[config.mk]
export PLATFORM = sky130hd
export DESIGN_NAME = exception_controller
export DESIGN_NICKNAME = d
export VERILOG_FILES = /design/src/rtl/exc_pkg.sv /design/src/rtl/exc_priority_enc.sv /design/src/rtl/exception_controller.sv
export SDC_FILE = /design/constraint.sdc
export NUM_CORES = 1
export LEC_CHECK = 0
export BUFFER_PORTS_ARGS = -buffer_cell sky130_fd_sc_hd__buf_4
export CAP_MARGIN = 20
export CORE_MARGIN = 1.5
export CORE_UTILIZATION = 40
export DETAILED_ROUTE_END_ITERATION = 7
export PLACE_DENSITY = 0.75
export SYNTH_ARGS = -nofsm -noshare
export SYNTH_HDL_FRONTEND = slang
export SYNTH_SLANG_ARGS = --single-unit
[constraint.sdc]
create_clock -name clk -period 1.8 [get_ports clk]
set_input_delay 0.36 -clock clk [delete_from_list [all_inputs] [get_ports clk]]
set_output_delay 0.36 -clock clk [all_outputs]
set_load 0.02 [all_outputs]
[src/rtl/exc_pkg.sv]
// Shared definitions for the exception controller: FSM encoding, source
// indices and the default handler vector base.
package exc_pkg;

  localparam logic [1:0] ST_IDLE    = 2'd0;
  localparam logic [1:0] ST_FLUSH   = 2'd1;
  localparam logic [1:0] ST_HANDLER = 2'd2;

  localparam int SRC_OVF      = 0;
  localparam int SRC_UNDEF_OP = 1;

  localparam logic [31:0] VEC_BASE_DEFAULT = 32'h0000_0080;

endpackage

[src/rtl/exc_priority_enc.sv]
// Lowest-index-wins priority encoder over the exception request vector.
module exc_priority_enc
  import exc_pkg::*;
#(
  parameter  int NUM_SRC = 4,
  localparam int IDX_W   = (NUM_SRC > 1) ? $clog2(NUM_SRC) : 1
) (
  input  logic [NUM_SRC-1:0] req,
  output logic               any,
  output logic [IDX_W-1:0]   idx
);

  // Scanning downward lets the lowest set bit overwrite higher ones,
  // so SRC_OVF always wins over SRC_UNDEF_OP when both are raised.
  always_comb begin
    idx = '0;
    for (int i = NUM_SRC - 1; i >= 0; i--) begin
      if (req[i]) idx = IDX_W'(i);
    end
    any = |req;
  end

endmodule

[src/rtl/exception_controller.sv]
// Commit-stage exception controller: accepts one exception at a time,
// flushes the pipeline for two cycles and tracks the handler until eret.
module exception_controller
  import exc_pkg::*;
#(
  parameter  int                  PC_WIDTH   = 32,
  parameter  int                  NUM_SRC    = 4,
  parameter  logic [PC_WIDTH-1:0] VEC_BASE   = PC_WIDTH'(VEC_BASE_DEFAULT),
  parameter  int                  VEC_STRIDE = 16,
  parameter  int                  CNT_WIDTH  = 8,
  localparam int                  IDX_W      = (NUM_SRC > 1) ? $clog2(NUM_SRC) : 1
) (
  input  logic                 clk,
  input  logic                 rst,
  input  logic                 instr_valid,
  input  logic [NUM_SRC-1:0]   src_req,
  input  logic [PC_WIDTH-1:0]  pc,
  input  logic                 eret,
  output logic                 exc_taken,
  output logic                 flush,
  output logic [IDX_W-1:0]     cause,
  output logic [PC_WIDTH-1:0]  epc,
  output logic [PC_WIDTH-1:0]  handler_pc,
  output logic                 in_handler,
  output logic                 double_fault,
  output logic [CNT_WIDTH-1:0] exc_count
);

  logic [1:0]           state_q, state_d;
  logic [IDX_W-1:0]     cause_q, cause_d;
  logic [PC_WIDTH-1:0]  epc_q, epc_d;
  logic                 dfault_q, dfault_d;
  logic [CNT_WIDTH-1:0] cnt_q, cnt_d;
  logic                 accept;
  logic                 req_any;
  logic [IDX_W-1:0]     req_idx;
  logic                 req_hit;

  exc_priority_enc #(.NUM_SRC(NUM_SRC)) u_prio (
    .req (src_req),
    .any (req_any),
    .idx (req_idx)
  );

  assign req_hit = instr_valid & req_any;

  // NOTE: every signal driven here gets a default first, so no path can
  // leave it unassigned and infer a latch.
  always_comb begin
    state_d  = state_q;
    cause_d  = cause_q;
    epc_d    = epc_q;
    dfault_d = dfault_q;
    cnt_d    = cnt_q;
    accept   = 1'b0;
    case (state_q)
      ST_IDLE: begin
        if (req_hit) begin
          accept  = 1'b1;
          state_d = ST_FLUSH;
          cause_d = req_idx;
          epc_d   = pc;
          if (cnt_q != '1) cnt_d = cnt_q + CNT_WIDTH'(1);
        end
      end
      ST_FLUSH: begin
        state_d = ST_HANDLER;
        if (req_hit) dfault_d = 1'b1;
      end
      ST_HANDLER: begin
        // eret wins: a request in the same cycle is dropped, not a nested fault.
        if (eret)         state_d  = ST_IDLE;
        else if (req_hit) dfault_d = 1'b1;
      end
      default: state_d = ST_IDLE;
    endcase
  end

  // NOTE: sequential state uses non-blocking assignments so every flop
  // samples its pre-edge value regardless of statement order.
  always_ff @(posedge clk or posedge rst) begin
    if (rst) begin
      state_q  <= ST_IDLE;
      cause_q  <= '0;
      epc_q    <= '0;
      dfault_q <= 1'b0;
      cnt_q    <= '0;
    end else begin
      state_q  <= state_d;
      cause_q  <= cause_d;
      epc_q    <= epc_d;
      dfault_q <= dfault_d;
      cnt_q    <= cnt_d;
    end
  end

  // Combinational outputs are gated by rst so they drop the instant reset rises.
  assign exc_taken    = accept & ~rst;
  assign flush        = (accept | (state_q == ST_FLUSH)) & ~rst;
  assign in_handler   = (state_q == ST_HANDLER);
  assign cause        = cause_q;
  assign epc          = epc_q;
  assign double_fault = dfault_q;
  assign exc_count    = cnt_q;
  assign handler_pc   = VEC_BASE + PC_WIDTH'(cause_q) * PC_WIDTH'(VEC_STRIDE);

endmodule

After elaboration in Yosys (flattened, before gate mapping) --
Cells that the tools add are included.
Word-level totals: flip-flop bits (word level) 45, output and inout bits 78, logic and storage cells 37
Cells by class: $add $sub $neg 2, eq/ne operators 6, muxes and demuxes 12, bitwise gates (word level) 5, reduce and logical (&&, ||, !) cells 7
Operator list (number):
- 2-bit 2-to-1 mux | 6
- 8-bit by 6-bit adder with 9-bit output (first input constant) | 1
- 8-bit by 1-bit adder with 8-bit output (second input constant) | 1
- 8-bit inequality test (second input constant) | 1
- 2-bit inequality test (second input constant) | 3
- 2-bit case mux with 3 select lines | 1
- 2-bit AND reduction | 3
- 1-bit 2-to-1 mux | 4
- 4-bit OR reduction | 1
- 1-bit bitwise AND | 3
- 3-bit AND reduction | 1
- 2-bit by 1-bit == test with 1-bit output (second input constant) | 1
- 2-bit == test (second input constant) | 1
- 2-bit zero test | 1
- 1-bit case mux with 2 select lines | 1
- 2-bit nonzero test | 1
- 1-bit NOT | 1
- 1-bit OR | 1

Depth between registers and ports, before layout --
depth in word-level cells 6, mapped depth 5

Modules after synthesis --
From an unflattened synthesis, not the netlist that was laid out.
Unflattened totals: cells, all modules 233, area, all modules 2109.5 µm²
Modules (own cells, without submodules):
- exception_controller | times used 1, cells each 226, area an instance 2074.5 µm², sequential area each 1126.1 µm²
- exc_priority_enc | times used 1, cells each 7, area an instance 35.0 µm², sequential area each 0.0 µm²

Least setup slack after synthesis --
Ideal clock, no wire load.
kind flip-flop to flip-flop, start point register cnt_q[0], in the netlist exc_count[0], end point register cnt_q[1], in the netlist exc_count[1], library setup time 0.125 ns, data arrival time 1.762 ns, data required time 1.675 ns, path slack -0.086 ns, cell stages (with the launch flop) 5, path buffers 0, period minus slack after synthesis 1.886 ns, cell sequence dfrtp_1 -> ha_1 -> and3_1 -> a2111oi_4 -> mux2_2
Between the ends: cells in the longest elaborated chain, start to end 2
Ends and longest elaborated chain:
- from (decl) | RTL line exception_controller.sv:33 | logic [CNT_WIDTH-1:0] cnt_q, cnt_d;
- from (signal assigned) | RTL line exception_controller.sv:93 | cnt_q <= cnt_d;
- branches (longest 2 deep; another with 8-bit by 1-bit adder with 8-bit output)
Several ways; the timed one is not identified. A chain may end at the register's enable or synchronous reset.

Worst setup path in the final report --
start point register cnt_q[1], in the netlist exc_count[1], end point register cnt_q[6], in the netlist exc_count[6]
Same word-level chain as after synthesis.

==> qor.csv <==
stage,metric,value,unit
place,gp_congestion,0.772,
yosys,syn_avg_cell_area,14.1,sq um
sta,setup_tns,0,ps
yosys,netlist_area,2190,sq um
critical_path,crit_path_start_kind,flop,
hold_path,hp-class,in2async,
finish,area_growth,35.8,%
global_routing,grt_pass1_vias,1436,
power_and_ir_drop,vdd_drop_max,0.853,mV
critical_path,crit_required,1980,ps
clocking,h-tree-depth,2,
finish,drive_gt1_share,58.3,%
die,boundaryPins,118,
flow_run,cap_violations,0,
drt,drcViolationCount,0,
global_routing,grt_pass1_wl,6720,microns
clocking,clk_pin_slew,80,ps
critical_path,cp_max_fo,6,
sta,fmax,0.585,GHz
critical_path,critPathSlowestCell,dfrtp_2,
critical_path,reg2reg_slack,90,ps
finish,fin_nets,292,
sta,hold_viol,0,
clocking,clock_tree.root_cell,clkbuf_8,
finish,multiInputGateArea,897,sq um
finish,ff_latch_area,1130,sq um
finish,fillCellCount,447,
sta,drv_slew,0,
clocking,ctsHoldBuffers,0,
clocking,cts_sinks,45,
critical_path,critPathArrivalTime,1890,ps
drt,first_pass_iters,4,
drt,vias_per_cell,4.36,
status,run_status,"finished, final reports clean",
critical_path,path_cells,ha_2 -> and3_4 -> a2111oi_4 -> buf_4 -> nand4_1 -> xnor2_1,
drt,vias,1405,
die,die_h,77.0,microns
die,start_util,42.1,%
clocking,post_cts.repair.setup_buffers,0,
critical_path,crit_buf_inv,1,
yosys,synth_warnings,0,
finish,antennaDiodeCount,0,
global_routing,grt_max_degree,33,
clocking,cts_tree,built,
place,io_buffers,87,
die,fp.dieW,77.0,microns
critical_path,reg2reg_depth,6,
global_routing,grt_remaining_overflow,0,
yosys,syn-instance-count,156,
sta,rsz0062_at_grt,false,
critical_path,crit_family,flip-flops,
clocking,clock_latency,290,ps
place,hpwlAfterDp,3200,microns
drt,wl_per_cell,13.2,microns
clocking,cts_buffers,5,
power_and_ir_drop,p_leak,0.00148,uW
yosys,seq_area_frac_synth,51.4,%
yosys,ys_types,28,
critical_path,worst_r2r_endpoint,exc_count[6],
sta,period_share,95.0,%
drt,drt_first_iter_violations,38,
yosys,synth_seq_cells,45,
critical_path,endpoint_kind,flop,
drt,routed_wl,4240,microns
global_routing,antenna_found_initial,0,
global_routing,track_usage,14.6,%
sta,setup_viol,0,
die,num_rows,26,
critical_path,worstSetupPathType,reg2reg,
drt,ant_nets,0,
power_and_ir_drop,power-per-cell-area,1760,nW/um^2
critical_path,critPathMaxStageDelay,410,ps
sta,finalClockSkew,3.15,ps
die,core_region_area,5200,sq um
clocking,clockBufferDepth,2,
sta,period_minus_slack,1710,ps
power_and_ir_drop,total_power,5240,uW
critical_path,regToRegStartpoint,exc_count[1],
die,dieArea,5930,sq um
[routing by layer]
metal | vias up | track usage (%) | wire, microns
met1 | 680 | 18.2 | 1730
met2 | 63 | 24.1 | 2210
li1 | 660 | - | -
met5 | - | 0 | 0
met4 | 0 | 3.82 | 10
met3 | 2 | 5.24 | 291
[cells by family after synthesis]
group	count (synthesis)	synth area share, %
buffers and inverters	38	13.0
DFF	45	51.4
AOI/OAI and AO/OA	7	3.94
and+or+nand+nor	22	5.88
adders and majority gates	1	0.571
muxes	34	22.1
xor gates and xnor gates	7	2.80
other	2	0.343
[how the worst max path moves through the flow]
| stage | startpoint | endpoint | slack [ps] | cells past startpoint |
|---|---|---|---|---|
| floorplan | exc_count[1] | exc_count[1] | -3 | 4 |
| global placement | exc_count[1] | exc_count[6] | 100 | 6 |
| detailed placement | exc_count[1] | exc_count[6] | 30 | 6 |
| finish | exc_count[1] | exc_count[6] | 90 | 6 |
| global route | exc_count[1] | exc_count[6] | 4 | 6 |
| CTS | exc_count[1] | exc_count[6] | 10 | 6 |
[report_power, final]
part / switching (uW) / internal (uW) / total (uW)
Sequential: 343 / 1490 / 1830
Clock: 324 / 347 / 671
Combinational: 1290 / 1450 / 2740
[cell type report]
cell class | count | area share, %
clock buffers | 7 | 3.24
repair buffers | 95 | 25.2
well taps | 70 | 2.94
multi-input cells | 101 | 30.1
inverters | 3 | 0.378
clock inverters | 1 | 0.168
flip-flops and latches | 45 | 37.9
[placed cells by master (no fill, tap or decap), types with 2 or more instances in the layout]
master / instances
conb_1: 30
mux2_4: 28
dfrtp_1: 42
nor2_1: 5
nand2_1: 3
mux2_2: 6
xnor2_1: 6
a21oi_1: 2
buf_12: 3
inv_1: 2
buf_4: 92
clkbuf_8: 7
nand4_1: 4
dfrtp_2: 3
[worst reg2reg max path, cell delays in order, from the launching register on]
cell	delay (ps)
dfrtp_2	410
ha_2	190
and3_4	190
a2111oi_4	330
buf_4	210
nand4_1	130
xnor2_1	150
[timing repair]
action                     4_1_cts  5_1_grt
setup endpoints to repair        0        5
resized for setup                0        1
hold endpoints to repair         0        0
[through the flow]
step / setup WS (ps) / utilization, % / instances / hold slack [ps] / area [sq um]
2_1_floorplan: -2.71 / - / 184 / 445 / 2310
3_5_place_dp: 28.7 / 55.2 / 314 / 372 / 2880
6_report: 89.6 / 57.2 / 322 / 50.1 / 2980
5_1_grt: 4.20 / 57.2 / 322 / 56.8 / 2980
3_3_place_gp: 96.9 / 55.2 / 314 / 360 / 2880
4_1_cts: 14.1 / 57.2 / 322 / 45.9 / 2980
[synthesized netlist by cell type (all sizes together)]
master / count / area, sq um
a2111oi: 1 / 27.5
a211oi: 1 / 7.51
a21oi: 2 / 10.0
a31o: 1 / 8.76
and3: 2 / 12.5
and4: 1 / 8.76
buf: 35 / 274
conb: 2 / 7.51
dfrtp: 45 / 1130
ha: 1 / 12.5
inv: 3 / 11.3
mux2: 34 / 484
nand2: 3 / 11.3
nand2b: 1 / 6.26
nand3: 1 / 5.00
nand3b: 1 / 7.51
nand4: 4 / 25.0
nor2: 5 / 18.8
nor2b: 1 / 6.26
nor3: 2 / 21.3
nor4: 1 / 6.26
o21ai: 1 / 5.00
o41ai: 1 / 27.5
xnor2: 6 / 52.6
xor2: 1 / 8.76
[registers in the layout, summed over array words and instances (netlist names)]
signal        flops
double_fault      1
state_q           2
epc              32
exc_count         8
cause             2
(Power assumes the default switching activity.)
